File: config.mk
export PLATFORM = sky130hd
export DESIGN_NAME = mod_addsub_serial
export DESIGN_NICKNAME = d
export VERILOG_FILES = /design/src/rtl/mod_addsub_serial.sv
export SDC_FILE = /design/constraint.sdc
export NUM_CORES = 2
export LEC_CHECK = 0
export CAP_MARGIN = 20
export CORE_ASPECT_RATIO = 0.75
export CORE_MARGIN = 2
export CORE_UTILIZATION = 55
export CTS_CLUSTER_DIAMETER = 40
export DETAILED_ROUTE_END_ITERATION = 16
export GPL_TIMING_DRIVEN = 1
export HOLD_SLACK_MARGIN = 0.06
export PLACE_DENSITY = 0.91
export REMOVE_ABC_BUFFERS = 1
export SYNTH_ARGS = -nofsm -noshare
export SYNTH_HDL_FRONTEND = slang
export SYNTH_SLANG_ARGS = --single-unit
File: constraint.sdc
create_clock -name clk -period 13.85 [get_ports clk]
set_input_delay 4.155 -clock clk [delete_from_list [all_inputs] [get_ports clk]]
set_output_delay 4.155 -clock clk [all_outputs]
set_load 0.05 [all_outputs]
File: src/rtl/mod_addsub_serial.sv
// Limb-serial modular add/subtract: result = (a+b) mod p or (a-b) mod p, one LIMB per cycle.
// Latency NLIMB cycles (2*NLIMB for borrowing subtract); result held in DONE until out_ready.
module mod_addsub_serial #(
  parameter int WIDTH = 256,
  parameter int LIMB  = 64
) (
  input  logic             clk,
  input  logic             rst_n,
  input  logic             in_valid,
  output logic             in_ready,
  input  logic             op,
  input  logic [WIDTH-1:0] a,
  input  logic [WIDTH-1:0] b,
  input  logic [WIDTH-1:0] p,
  output logic             out_valid,
  input  logic             out_ready,
  output logic [WIDTH-1:0] result
);

  localparam int NLIMB = WIDTH / LIMB;
  localparam int CW    = (NLIMB > 1) ? $clog2(NLIMB) : 1;
  localparam logic [CW-1:0] LAST = CW'(NLIMB - 1);

  typedef enum logic [1:0] {IDLE, CALC, CORR, DONE} state_t;

  state_t           state, state_nxt;
  logic             op_r;
  logic [WIDTH-1:0] a_r, b_r, p_r, s_r, t_r, res_r;
  logic [CW-1:0]    cnt;
  logic             cy;   // carry/borrow of s (CALC), carry of s+p (CORR)
  logic             bw;   // borrow of t = s-p
  logic             accept, last;

  logic [LIMB:0]    s_limb, t_limb, c_limb;
  logic [WIDTH-1:0] s_next, t_next, corr_next, p_rot;

  // Operands shift right so the active limb always sits in bits [LIMB-1:0];
  // p rotates so it is back in place for CORR after NLIMB steps.
  always_comb begin
    if (op_r)
      s_limb = {1'b0, a_r[LIMB-1:0]} - {1'b0, b_r[LIMB-1:0]} - {{LIMB{1'b0}}, cy};
    else
      s_limb = {1'b0, a_r[LIMB-1:0]} + {1'b0, b_r[LIMB-1:0]} + {{LIMB{1'b0}}, cy};
    t_limb = {1'b0, s_limb[LIMB-1:0]} - {1'b0, p_r[LIMB-1:0]} - {{LIMB{1'b0}}, bw};
    c_limb = {1'b0, s_r[LIMB-1:0]} + {1'b0, p_r[LIMB-1:0]} + {{LIMB{1'b0}}, cy};

    s_next = s_r >> LIMB;
    s_next[WIDTH-1 -: LIMB] = s_limb[LIMB-1:0];
    t_next = t_r >> LIMB;
    t_next[WIDTH-1 -: LIMB] = t_limb[LIMB-1:0];
    corr_next = s_r >> LIMB;
    corr_next[WIDTH-1 -: LIMB] = c_limb[LIMB-1:0];
    p_rot = (p_r >> LIMB) | (p_r << (WIDTH - LIMB));
  end

  assign last = (cnt == LAST);

  always_ff @(posedge clk or negedge rst_n) begin
    if (!rst_n) state <= IDLE;
    else        state <= state_nxt;
  end

  always_comb begin
    state_nxt = state;
    out_valid = (state == DONE);
    in_ready  = (state == IDLE) || ((state == DONE) && out_ready);
    accept    = in_valid && in_ready;
    case (state)
      IDLE: if (accept) state_nxt = CALC;
      CALC: begin
        if (last) begin
          if (op_r && s_limb[LIMB]) state_nxt = CORR;
          else                      state_nxt = DONE;
        end
      end
      CORR: if (last) state_nxt = DONE;
      DONE: begin
        if (out_ready) state_nxt = accept ? CALC : IDLE;
      end
      default: state_nxt = IDLE;
    endcase
  end

  always_ff @(posedge clk or negedge rst_n) begin
    if (!rst_n) begin
      op_r  <= 1'b0;
      a_r   <= '0;
      b_r   <= '0;
      p_r   <= '0;
      s_r   <= '0;
      t_r   <= '0;
      res_r <= '0;
      cnt   <= '0;
      cy    <= 1'b0;
      bw    <= 1'b0;
    end else if (accept) begin
      op_r <= op;
      a_r  <= a;
      b_r  <= b;
      p_r  <= p;
      cnt  <= '0;
      cy   <= 1'b0;
      bw   <= 1'b0;
    end else begin
      case (state)
        CALC: begin
          a_r <= a_r >> LIMB;
          b_r <= b_r >> LIMB;
          p_r <= p_rot;
          s_r <= s_next;
          t_r <= t_next;
          bw  <= t_limb[LIMB];
          cy  <= last ? 1'b0 : s_limb[LIMB];
          cnt <= last ? '0 : cnt + 1'b1;
          if (last) begin
            // Add: s overflowed, or s >= p, means the reduced value t is the answer.
            if (!op_r)
              res_r <= (s_limb[LIMB] || !t_limb[LIMB]) ? t_next : s_next;
            else if (!s_limb[LIMB])
              res_r <= s_next;
          end
        end
        CORR: begin
          p_r <= p_rot;
          s_r <= corr_next;
          cy  <= last ? 1'b0 : c_limb[LIMB];
          cnt <= last ? '0 : cnt + 1'b1;
          if (last) res_r <= corr_next;
        end
        default: ;
      endcase
    end
  end

  assign result = res_r;

endmodule
==> impl_metrics.tcl <==
set metrics [dict create \
    status "finished, final reports clean" \
    ant_nets 0 \
    final-max-slew-violation-count 0 \
    die_area_mm2 0.153 \
    synthMuxAreaShare_pct 13.3 \
    post_cts_resized 0 \
    grt_max_degree 251 \
    slew_headroom_pct 14.3 \
    r2r_end "result[44]$_DFFE_PN0P_" \
    yosysSeqAreaShare_pct 44.8 \
    synth_compound_area_share_pct 14.4 \
    min_from "result[152]$_DFFE_PN0P_" \
    critPathLaunchType "primary input" \
    clock_skew_ns 0.0609 \
    worstMarginPinSlew_ns 1.29 \
    critPathMaxStageDelay_ns 0.84 \
    synth_area_mm2 0.0825 \
    clock-sinks 1479 \
    ys_types 91 \
    fin_nets 10900 \
    post-route-min-period_ns 9.84 \
    rsz0062_at_grt "no" \
    yosysWarnings 0 \
    holdPathStages 2 \
    worstPathCellList "clkdlybuf4s50_1 > a21o_1 > clkdlybuf4s50_1" \
    cts_tree "done" \
    post-route-period-util_pct 71.1 \
    vias 71500 \
    synth_top_family_by_area "simple AND/OR/NAND/NOR gates" \
    hpwl_um 204000 \
    synth_cells 9007 \
    setup_slack_ns 4.01 \
    cts_htree_levels 4 \
    die_width_um 451 \
    maxCapViolCount 0 \
    postSynth.asyncResetShare_pct 100 \
    fmax_mhz 102 \
    routed_wirelength_um 281000 \
    coreArea_mm2 0.149 \
    place_ws_ns 4.01 \
    io_buffers 1030 \
    critPathCaptureType "output port" \
    synth_edf_count 0 \
    synth_fa_ha_area_share_pct 5.98 \
    synth-xor-area-share_pct 2.53 \
    wl_per_cell_um 23.7 \
    gp_congestion 0.984 \
    hold_viol_final 0 \
    cts_hold_buf 0 \
    io-pin-count 1031 \
    max-clock-path-buffers 3 \
    crit_slowest_cell "clkdlybuf4s50_1" \
    reg2reg_depth 31 \
    die_y_um 340 \
    clockRootBuffer "clkbuf_16" \
    drcViolationCount 0 \
    area_growth_pct 21.2 \
    crit_path_max_fanout 3 \
    clkTransAtPathRegs_ns 0.06 \
    grt_pass1_wl_um 425000 \
    viasPerCell 6.02 \
    cts_buffers 170 \
    drt_iter0_markers 7130 \
    required_ns 9.69 \
    synth_ff_type "dfrtp_1" \
    tns_ns 0 \
    grt_antenna_before_repair 28 \
    firstDrtPassIters 6 \
    gr-total-overflow 0 \
    cp.arrival_ns 5.69 \
    post_cts.repair.setup_buffers 0 \
    avgSynthCellArea_um2 9.16 \
    r2r-start "cy$_DFFE_PN0P_" \
    cpMostUsedCell "clkdlybuf4s50_1" \
    grt_pass1_vias 70600 \
    ys_seq_elements 1479 \
    hold_end "result[152]$_DFFE_PN0P_" \
    worstSkewPairLatency_ns 0.84 \
    crit_type "in2out" \
    setup_violations 0 \
    rows 123 \
    grt_usage_pct 35.8 \
    hold_path.class "reg2reg" \
    start_util_pct 55.2 \
    regToRegSetupSlack_ns 4.23 \
    synthSimpleGateAreaFrac_pct 14.4 \
    drive_gt1_share_pct 6.09 \
]
[sequential cells by signal (all words and copies together), names as in the netlist]
name / cells
a_r: 256
b_r: 256
p_r: 256
result: 256
s_r: 256
t_r: 192
cnt: 2
state: 2
bw: 1
cy: 1
op_r: 1
[layout make-up]
type	count	area, um2
inverter	400	1500
antenna	19	47.5
multi-input combinational	6567	41900
fill	11100	49400
clock inverter	96	1290
tap	2000	2500
timing repair buffer	1095	11100
sequential	1479	37000
clock buffer	215	4680
[cell families after synthesis]
group           Yosys count
simple gates           2821
compound gates         2043
flops                  1479
mux                    1075
buf+inv                 961
fa+ha+maj               390
xor+xnor                238
[worst max path at each step]
stage                               from                      end  depth (start not counted)
CTS                            out_ready                 in_ready                          3
global placement               out_ready                 in_ready                          3
global route          a_r[0]$_DFFE_PN0P_  result[178]$_DFFE_PN0P_                         31
detailed placement             out_ready                 in_ready                          3
floorplan           state[1]$_DFFE_PN0P_  result[207]$_DFFE_PN0P_                          8
finish                         out_ready                 in_ready                          3
[cell usage in the layout (no fill, tap or decap), drive strengths merged, types with 47 or more instances in the layout]
| master | n |
|---|---|
| xnor2 | 163 |
| mux2i | 875 |
| a21oi | 361 |
| o211ai | 49 |
| nand3 | 55 |
| o21bai | 57 |
| mux2 | 200 |
| nand3b | 132 |
| ha | 382 |
| o21ai | 1108 |
| o31ai | 47 |
| inv | 428 |
| nor2 | 315 |
| nand2 | 2014 |
| xor2 | 75 |
| nor3 | 62 |
| clkdlybuf4s50 | 1029 |
| dfrtp | 1479 |
| buf | 66 |
| o21a | 54 |
| a21o | 119 |
| nand4 | 70 |
| clkbuf | 215 |
[Yosys cell counts, types with 26 or more instances]
library cell  count  area (um2)
buf_2            59         295
mux2i_1         875        8760
nor4_1           31         194
xor2_1           75         657
a21o_1          119         893
o21bai_1         57         428
nand4_1          70         438
nand3b_1        132         991
nor3_1           62         310
a31oi_1          38         238
o21ai_0        1078        5400
o31ai_1          47         353
o21ai_1          29         145
inv_1           396        1490
mux2_2          200        2250
nor2_1          314        1180
dfrtp_1        1479       37000
nor2b_1          29         181
o21a_1           54         405
a211oi_1         39         293
a21oi_1         359        1800
nand2_1        2014        7560
clkbuf_1        481        1810
o211ai_1         49         368
nand2b_1         26         163
xnor2_1         163        1430
nand3_1          55         275
ha_1            382        4780
[per-layer routing]
layer  part of all wire [%]  global-route usage (%)  vias up  wire, um
li1                       -                       -    32400         -
met1                     43                    49.6    35400    120000
met2                     44                    53.9     3091    124000
met3                    7.8                    6.92      628     22000
met4                    5.5                    17.6       14     15400
met5                  0.036                       0        -       102
[critical path, delay by kind of cell]
family | cells | cell delay, ns
AOI/OAI and AO/OA | 1 | 0.20
buffers and inverters | 2 | 1.33
[metrics by stage]
stage | util [%] | std cells | area [um2] | hold slack, ns
after floorplan | - | 8446 | 80300 | 0.450
after global placement | 62.8 | 11500 | 93900 | 0.454
after detailed placement | 62.8 | 11500 | 93900 | 0.468
after CTS | 66.8 | 11800 | 99900 | 0.481
after global routing | 66.9 | 11900 | 100000 | 0.504
final | 66.9 | 11900 | 100000 | 0.477
Power is not shown: default switching activity piles up to over one toggle a cycle in this logic, so the estimate is an artifact.
